`src/rtl/stage_memory_pkg.sv`:
```
// Shared types for the memory stage: memory op/size encodings, control word,
// pipeline signal, and small helpers for access sizing, alignment and
// deciding whether an instruction needs a bus transaction.
package stage_memory_pkg;

  typedef enum logic [2:0] {
    MEM_NONE  = 3'd0,
    MEM_LOAD  = 3'd1,
    MEM_STORE = 3'd2,
    MEM_LL    = 3'd3,
    MEM_SC    = 3'd4
  } mem_op_t;

  typedef enum logic [1:0] {
    SIZE_BYTE = 2'd0,
    SIZE_HALF = 2'd1,
    SIZE_WORD = 2'd2
  } mem_size_t;

  typedef struct packed {
    logic      write_reg;
    logic      write_hilo;
    logic      write_cond;
    mem_op_t   mem_op;
    mem_size_t mem_size;
    logic      mem_signed;
  } control_t;

  typedef struct packed {
    control_t    control;
    logic [4:0]  dest_reg;
    logic [31:0] dest_reg_data;
    logic [31:0] mem_addr;
    logic [31:0] rt;
  } pipeline_signal_t;

  // LL and SC are always word accesses regardless of the size field.
  function automatic mem_size_t eff_size(mem_op_t op, mem_size_t size);
    if (op == MEM_LL || op == MEM_SC) return SIZE_WORD;
    return size;
  endfunction

  // Unused size encoding is treated as a word access.
  function automatic logic is_misaligned(mem_size_t size, logic [1:0] a);
    case (size)
      SIZE_BYTE: return 1'b0;
      SIZE_HALF: return a[0];
      default:   return (a != 2'b00);
    endcase
  endfunction

  // SC only goes to the bus while the reservation is still held.
  function automatic logic needs_request(pipeline_signal_t s, logic ll);
    mem_op_t op;
    logic    go;
    op = s.control.mem_op;
    go = (op == MEM_LOAD) || (op == MEM_STORE) || (op == MEM_LL) ||
         ((op == MEM_SC) && ll);
    return go && !is_misaligned(eff_size(op, s.control.mem_size), s.mem_addr[1:0]);
  endfunction

endpackage

```
`src/rtl/memory_lane_align.sv`:
```
// Byte-lane steering for the data bus: store byte enables and replicated data,
// load byte/half extraction with sign or zero extension, alignment check.
// Purely combinational, no backpressure.
module memory_lane_align
  import stage_memory_pkg::*;
(
  input  mem_size_t   size_i,
  input  logic        signed_i,
  input  logic [1:0]  addr_lo_i,
  input  logic [31:0] rt_i,
  input  logic [31:0] rdata_i,
  output logic [3:0]  be_o,
  output logic [31:0] wdata_o,
  output logic [31:0] load_data_o,
  output logic        misaligned_o
);

  logic [31:0] shifted;
  logic [7:0]  byte_sel;
  logic [15:0] half_sel;

  // Lane selection and extension for each access size.
  always_comb begin
    shifted      = rdata_i >> {addr_lo_i, 3'b000};
    byte_sel     = shifted[7:0];
    half_sel     = addr_lo_i[1] ? rdata_i[31:16] : rdata_i[15:0];
    misaligned_o = is_misaligned(size_i, addr_lo_i);
    be_o         = 4'b1111;
    wdata_o      = rt_i;
    load_data_o  = rdata_i;
    case (size_i)
      SIZE_BYTE: begin
        be_o        = 4'b0001 << addr_lo_i;
        wdata_o     = {4{rt_i[7:0]}};
        load_data_o = {{24{signed_i & byte_sel[7]}}, byte_sel};
      end
      SIZE_HALF: begin
        be_o        = addr_lo_i[1] ? 4'b1100 : 4'b0011;
        wdata_o     = {2{rt_i[15:0]}};
        load_data_o = {{16{signed_i & half_sel[15]}}, half_sel};
      end
      default: begin
        be_o        = 4'b1111;
        wdata_o     = rt_i;
        load_data_o = rdata_i;
      end
    endcase
  end

endmodule

```
`src/rtl/stage_memory.sv`:
```
// Memory pipeline stage: registers the execute result, runs the req/ack data access, owns LL/SC llbit.
// Latency: request in the cycle after latching; zero-wait load data is visible combinationally in that cycle.
// Backpressure: holds while a transaction is outstanding (mem_wait) or stall is high; bubble/nullify deferred to the ack.
module stage_memory
  import stage_memory_pkg::*;
(
  input  logic             clk,
  input  logic             reset,
  input  logic             stall,
  input  logic             bubble,
  input  logic             nullify,
  input  pipeline_signal_t signal_in,
  output pipeline_signal_t signal_out,
  output logic             llbit,
  input  logic             llbit_clear,
  output logic             addr_error,
  output logic             mem_wait,
  output logic             mem_req,
  output logic             mem_we,
  output logic [31:0]      mem_addr,
  output logic [3:0]       mem_be,
  output logic [31:0]      mem_wdata,
  input  logic [31:0]      mem_rdata,
  input  logic             mem_ack
);

  typedef enum logic [1:0] {
    ST_IDLE   = 2'd0,
    ST_ACCESS = 2'd1,
    ST_HOLD   = 2'd2
  } state_t;

  state_t           state_q, state_d;
  pipeline_signal_t sig_q, sig_d, sig_in_eff;
  logic [31:0]      load_buf_q, load_buf_d;
  logic             llbit_q, llbit_d;
  logic             pend_bubble_q, pend_bubble_d;
  logic             pend_nullify_q, pend_nullify_d;

  mem_op_t          op_q;
  mem_size_t        size_q;
  logic             in_access, acked, is_load_q;
  logic [3:0]       al_be;
  logic [31:0]      al_wdata, al_load;
  logic             al_misaligned;

  assign op_q      = sig_q.control.mem_op;
  assign size_q    = eff_size(op_q, sig_q.control.mem_size);
  assign in_access = (state_q == ST_ACCESS);
  assign acked     = in_access && mem_ack;
  assign is_load_q = (op_q == MEM_LOAD) || (op_q == MEM_LL);

  memory_lane_align u_align (
    .size_i       (size_q),
    .signed_i     (sig_q.control.mem_signed),
    .addr_lo_i    (sig_q.mem_addr[1:0]),
    .rt_i         (sig_q.rt),
    .rdata_i      (mem_rdata),
    .be_o         (al_be),
    .wdata_o      (al_wdata),
    .load_data_o  (al_load),
    .misaligned_o (al_misaligned)
  );

  // Bus outputs are driven only while a transaction is in flight; otherwise idle zeros.
  always_comb begin
    mem_req    = in_access;
    mem_we     = in_access && ((op_q == MEM_STORE) || (op_q == MEM_SC));
    mem_addr   = in_access ? {sig_q.mem_addr[31:2], 2'b00} : 32'd0;
    mem_be     = in_access ? al_be : 4'd0;
    mem_wdata  = in_access ? al_wdata : 32'd0;
    mem_wait   = in_access && !mem_ack;
    addr_error = (op_q != MEM_NONE) && al_misaligned;
    llbit      = llbit_q;
    signal_out = sig_q;
    if (addr_error) signal_out.control.write_reg = 1'b0;
    if (is_load_q) signal_out.dest_reg_data = in_access ? al_load : load_buf_q;
  end

  // Next-state: reservation bit, pipeline register, FSM and deferred bubble/nullify.
  always_comb begin
    // Reservation: LL sets on its ack, completed SC clears, external clear wins.
    llbit_d = llbit_q;
    if (acked && op_q == MEM_LL) llbit_d = 1'b1;
    if (op_q == MEM_SC && !mem_wait) llbit_d = 1'b0;
    if (llbit_clear) llbit_d = 1'b0;

    sig_in_eff = signal_in;
    if (nullify || pend_nullify_q) begin
      sig_in_eff.control.write_reg  = 1'b0;
      sig_in_eff.control.write_hilo = 1'b0;
      sig_in_eff.control.mem_op     = MEM_NONE;
    end

    sig_d          = sig_q;
    state_d        = state_q;
    load_buf_d     = load_buf_q;
    pend_bubble_d  = 1'b0;
    pend_nullify_d = 1'b0;

    if (acked && is_load_q) load_buf_d = al_load;

    if (mem_wait) begin
      // Transaction outstanding: hold everything, remember bubble/nullify for the ack edge.
      pend_bubble_d  = pend_bubble_q | bubble;
      pend_nullify_d = pend_nullify_q | nullify;
    end else if (bubble || pend_bubble_q) begin
      sig_d   = '0;
      state_d = ST_IDLE;
    end else if (stall) begin
      pend_nullify_d = pend_nullify_q;
      if (acked) state_d = ST_HOLD;
    end else begin
      sig_d   = sig_in_eff;
      state_d = needs_request(sig_in_eff, llbit_d) ? ST_ACCESS : ST_IDLE;
    end
  end

  // State registers with synchronous reset.
  always_ff @(posedge clk) begin
    if (reset) begin
      state_q        <= ST_IDLE;
      sig_q          <= '0;
      load_buf_q     <= 32'd0;
      llbit_q        <= 1'b0;
      pend_bubble_q  <= 1'b0;
      pend_nullify_q <= 1'b0;
    end else begin
      state_q        <= state_d;
      sig_q          <= sig_d;
      load_buf_q     <= load_buf_d;
      llbit_q        <= llbit_d;
      pend_bubble_q  <= pend_bubble_d;
      pend_nullify_q <= pend_nullify_d;
    end
  end

endmodule

```
`config.mk`:
```
export PLATFORM = sky130hd
export DESIGN_NAME = stage_memory
export DESIGN_NICKNAME = d
export VERILOG_FILES = /design/src/rtl/stage_memory_pkg.sv /design/src/rtl/memory_lane_align.sv /design/src/rtl/stage_memory.sv
export SDC_FILE = /design/constraint.sdc
export NUM_CORES = 1
export LEC_CHECK = 0
export ABC_AREA = 1
export BUFFER_PORTS_ARGS = -buffer_cell sky130_fd_sc_hd__buf_2
export CORE_MARGIN = 5
export CORE_UTILIZATION = 48
export DETAILED_ROUTE_END_ITERATION = 10
export PLACE_DENSITY = 0.8
export SLEW_MARGIN = 0
export SYNTH_ARGS = -nofsm -noshare
export SYNTH_HDL_FRONTEND = slang
export SYNTH_SLANG_ARGS = --single-unit
```
`constraint.sdc`:
```
create_clock -name clk -period 2.2 [get_ports clk]
set_input_delay 0.33 -clock clk [delete_from_list [all_inputs] [get_ports clk]]
set_output_delay 0.33 -clock clk [all_outputs]
set_load 0.02 [all_outputs]
```
==> impl_results.md <==
* Die boundary width at 142 um
* Worst Path Required at 1.87 ns
* Flop2flop setup slack at 0.10 ns
* Wire length of the first global-routing pass at 45.8 mm
* Result of the run: complete, but fails checks
* Buffers on Ports at 329
* Max Fclk at 427 MHz
* Critical Path Sink Type: output port
* Average detailed-routed wire length per instance at 17.0 um
* Library cells used by synthesis at 30
* Total core area at 0.0172 mm^2
* Critical path capture point: signal_out[109]
* Net switching share of the total power at 29.9%
* DRT iter0 DRCs at 1003
* Clock Tree Buf Depth at 2
* Internal portion of total power at 0.00463 W
* Number of CTS-inserted buffers at 17
* Leakage at 5.13 nW
* Post-synthesis register bit count at 147
* DRC at 0
* Maximum fanout encountered on the critical timing path at 6
* Hold_buf cts at 0
* Number of max-slew violations in the final report at 0
* Largest net degree at the start of global routing at 70
* Worst VDD drop at 0.000526 V
* Worst setup path category: flop to output port
* Number of antenna violations at the first check in global routing at 6
* Worst Hold Depth at 3
* Count of antenna-violating nets left after detailed routing at 0
* Reg-to-Reg Start: op_q[2]$_SDFFE_PP0P_
* Layout-stage area growth over the synthesis result at 30.4%
* Ratio of cells with drive above 1 in the final layout at 31.0%
* Power, Total at 0.00661 W
* Post-synthesis async set-or-reset flop share at 0%
* Reg2Reg Capture Point: load_buf_q[6]$_SDFFE_PP0P_
* Number of instances in the synthesized netlist at 1311
* Nature of the critical path startpoint: flop
* Endpoints failing setup at 51
* Multi-input logic area at 0.00401 mm^2
* Routed wire length at 30.3 mm
* Vias at 9441
* Ratio of final minimum period to clock period at 107%
* Combinational share of power at 15.8%
* Height of the chip at 142 um
* Relative slew slack at 56.4%
* Failing checks: negative setup slack
* Hold Vio Cnt, Final at 0
* Estimated wirelength of the detail-placed design at 21.2 mm
* Overall global routing resource usage at 28.5%
* Number of H-tree levels at 4
* Root Buffer Master: sky130_fd_sc_hd__clkbuf_16
* Clock share of power at 42.1%
* Clock-pin slew on the worst setup and hold paths at 0.07 ns
* Setup repair after global routing missed its margin: true
* Row cnt at 48
* Top_reg_cell synth: sky130_fd_sc_hd__dfxtp_1
* Start point of the critical path: op_q[2]$_SDFFE_PP0P_
* Worst skew pair latency at 0.43 ns
* Flop pwr share at 42.0%
* Minimum period implied by the final worst setup slack at 2.34 ns
* Layout Utilization at 63.4%
* FF+latch area at 0.00296 mm^2
* Cell Area, Synth at 0.00834 mm^2
* Register area share after synthesis at 35.3%
* Via count of the first global-routing pass at 8658
* Number of maximum-capacitance constraint violations at 0
* Floorplan die area at 0.0201 mm^2
* Via density per instance at 5.30
* Starting density of the core at 48.6%
* Slew at the pin closest to its max-slew limit at 0.653 ns
* Total power per unit cell area at 607 mW/mm^2
* Net total in the final layout at 1689
* Hold Crit Class: input pin to flop
* Number of fill cells at 1594
* TritonCTS clock tree: done
* Worst-case reg-to-reg path depth at 15
* Number of flops mapped to enable cells by yosys at 0
* Total I/O pin count at 332
* Endpoint arrival time on the critical path at 2.01 ns
* Clock sink count at 147
* Overflow left after global routing at 0
* Iteration count of the initial detailed-routing pass at 5
* Post-Route Skew at 0.0104 ns
* Synth Area per Inst at 6.36 um^2
* Yosys synthesis warning count at 0
* Weighted congestion reported at the end of routability-driven placement at 0.927
* Net load switching power at 0.00197 W
* Slack of the critical path at -0.144 ns
* Worst Setup Slack post-DPL at 0.0521 ns
-- Yosys cell counts (3+ instances only) --
cell type	instances	share of area, %
sky130_fd_sc_hd__inv_2	6	0.27
sky130_fd_sc_hd__buf_4	84	7.6
sky130_fd_sc_hd__nand2_1	325	15
sky130_fd_sc_hd__o22ai_1	8	0.60
sky130_fd_sc_hd__o21ai_1	8	0.48
sky130_fd_sc_hd__nand3_1	74	4.4
sky130_fd_sc_hd__a31oi_1	3	0.23
sky130_fd_sc_hd__nand4_1	57	4.3
sky130_fd_sc_hd__nor2_2	3	0.23
sky130_fd_sc_hd__o21ai_0	79	4.7
sky130_fd_sc_hd__buf_1	10	0.45
sky130_fd_sc_hd__clkbuf_1	40	1.8
sky130_fd_sc_hd__inv_1	142	6.4
sky130_fd_sc_hd__a211oi_1	11	0.99
sky130_fd_sc_hd__o32ai_1	4	0.42
sky130_fd_sc_hd__a21oi_1	119	7.1
sky130_fd_sc_hd__nor2_1	142	6.4
sky130_fd_sc_hd__buf_2	34	2.0
sky130_fd_sc_hd__dfxtp_1	147	35
-- per-layer routing --
layer / vias to the layer above / part of all wire, % / track usage [%]
met3: 72 / 8.9 / 6.71
met5: - / 0.023 / 0
met2: 528 / 47 / 45.3
met1: 4254 / 41 / 37.0
met4: 2 / 3.3 / 12.4
li1: 4585 / - / -
-- worst min path at each step --
| stage | slack, ns | from | end |
|---|---|---|---|
| 2_1_floorplan | 0.43 | state_q[1]$_SDFFE_PP0P_ | state_q[1]$_SDFFE_PP0P_ |
| 3_3_place_gp | 0.45 | signal_out[107]$_SDFFE_PP0P_ | signal_out[107]$_SDFFE_PP0P_ |
| 3_5_place_dp | 0.45 | sig_q[89]$_SDFFE_PP0P_ | sig_q[89]$_SDFFE_PP0P_ |
| 4_1_cts | 0.11 | signal_in[55] | signal_out[55]$_SDFFE_PP0P_ |
| 5_1_grt | 0.12 | signal_in[55] | signal_out[55]$_SDFFE_PP0P_ |
| 6_report | 0.13 | signal_in[44] | signal_out[44]$_SDFFE_PP0P_ |
-- sequential cells by signal (all words and copies together) (netlist names) --
name and cells:
llbit 1, load_buf_q 32, op_q 3, pend_bubble_q 1
pend_nullify_q 1, sig_q 33, signal_out 74, state_q 2
-- area by class of cell --
class                   instances  share of cell area, %
multi-input cells             845                   36.8
flip-flops and latches        147                   27.2
repair buffers                379                   22.8
inverters                     150                   5.29
clock buffers                  18                   4.04
well taps                     225                   2.59
clock inverters                14                   1.09
diodes                          5                  0.115
-- worst max-delay path, stage by stage, from the launching register on --
cell                      delay (ns)
sky130_fd_sc_hd__dfxtp_2        0.34
sky130_fd_sc_hd__inv_2          0.11
sky130_fd_sc_hd__nand3_4        0.10
sky130_fd_sc_hd__nand3_4        0.17
sky130_fd_sc_hd__buf_4          0.14
sky130_fd_sc_hd__inv_2          0.04
sky130_fd_sc_hd__o21ai_0        0.05
sky130_fd_sc_hd__o21ai_1        0.13
sky130_fd_sc_hd__a21oi_2        0.24
sky130_fd_sc_hd__nor2_1         0.09
sky130_fd_sc_hd__buf_2          0.17
-- what timing repair did --
action                                 CTS  global route
endpoints found under the hold margin    0             0
setup buffers                           14             3
setup endpoints to repair               62            62
gates resized for setup                 97            65
cloned                                   3             0
pin swaps                                8             7
-- cells by family after synthesis --
| family | Yosys count | synth area share (%) |
|---|---|---|
| AND/OR/NAND/NOR | 609 | 31.0 |
| buffers and inverters | 320 | 18.9 |
| AO/OA/AOI/OAI | 234 | 14.8 |
| flip-flops | 147 | 35.3 |
| other | 1 | 0.0450 |
-- power by group through the flow --
stage / Combinational (W) / Sequential, W / Clock [W]
floorplan: 0.000596 / 0.00282 / 0
global route: 0.00113 / 0.00278 / 0.00295
finish: 0.00105 / 0.00278 / 0.00278
detailed placement: 0.000907 / 0.00283 / 0
CTS: 0.000997 / 0.00277 / 0.00282
global placement: 0.000901 / 0.00283 / 0
-- per-stage QoR --
stage | TNS (ns) | instances | hold slack [ns] | instance area [um^2]
6_report | -1.94 | 1783 | 0.131 | 10900
5_1_grt | -7.78 | 1783 | 0.123 | 10900
4_1_cts | -2.85 | 1776 | 0.112 | 10600
3_5_place_dp | 0 | 1727 | 0.452 | 9640
3_3_place_gp | 0 | 1727 | 0.446 | 9640
2_1_floorplan | 0 | 1312 | 0.431 | 8350
-- layout by cell type (no fill, tap or decap), drive strengths merged, types with 18 or more instances in the layout --
| cell type | instances |
|---|---|
| buf | 377 |
| nor2 | 148 |
| nand4 | 57 |
| clkbuf | 18 |
| dfxtp | 147 |
| a21oi | 119 |
| nand2 | 326 |
| nand3 | 76 |
| inv | 156 |
| o21ai | 87 |
Power figures use the tool's default switching activity.
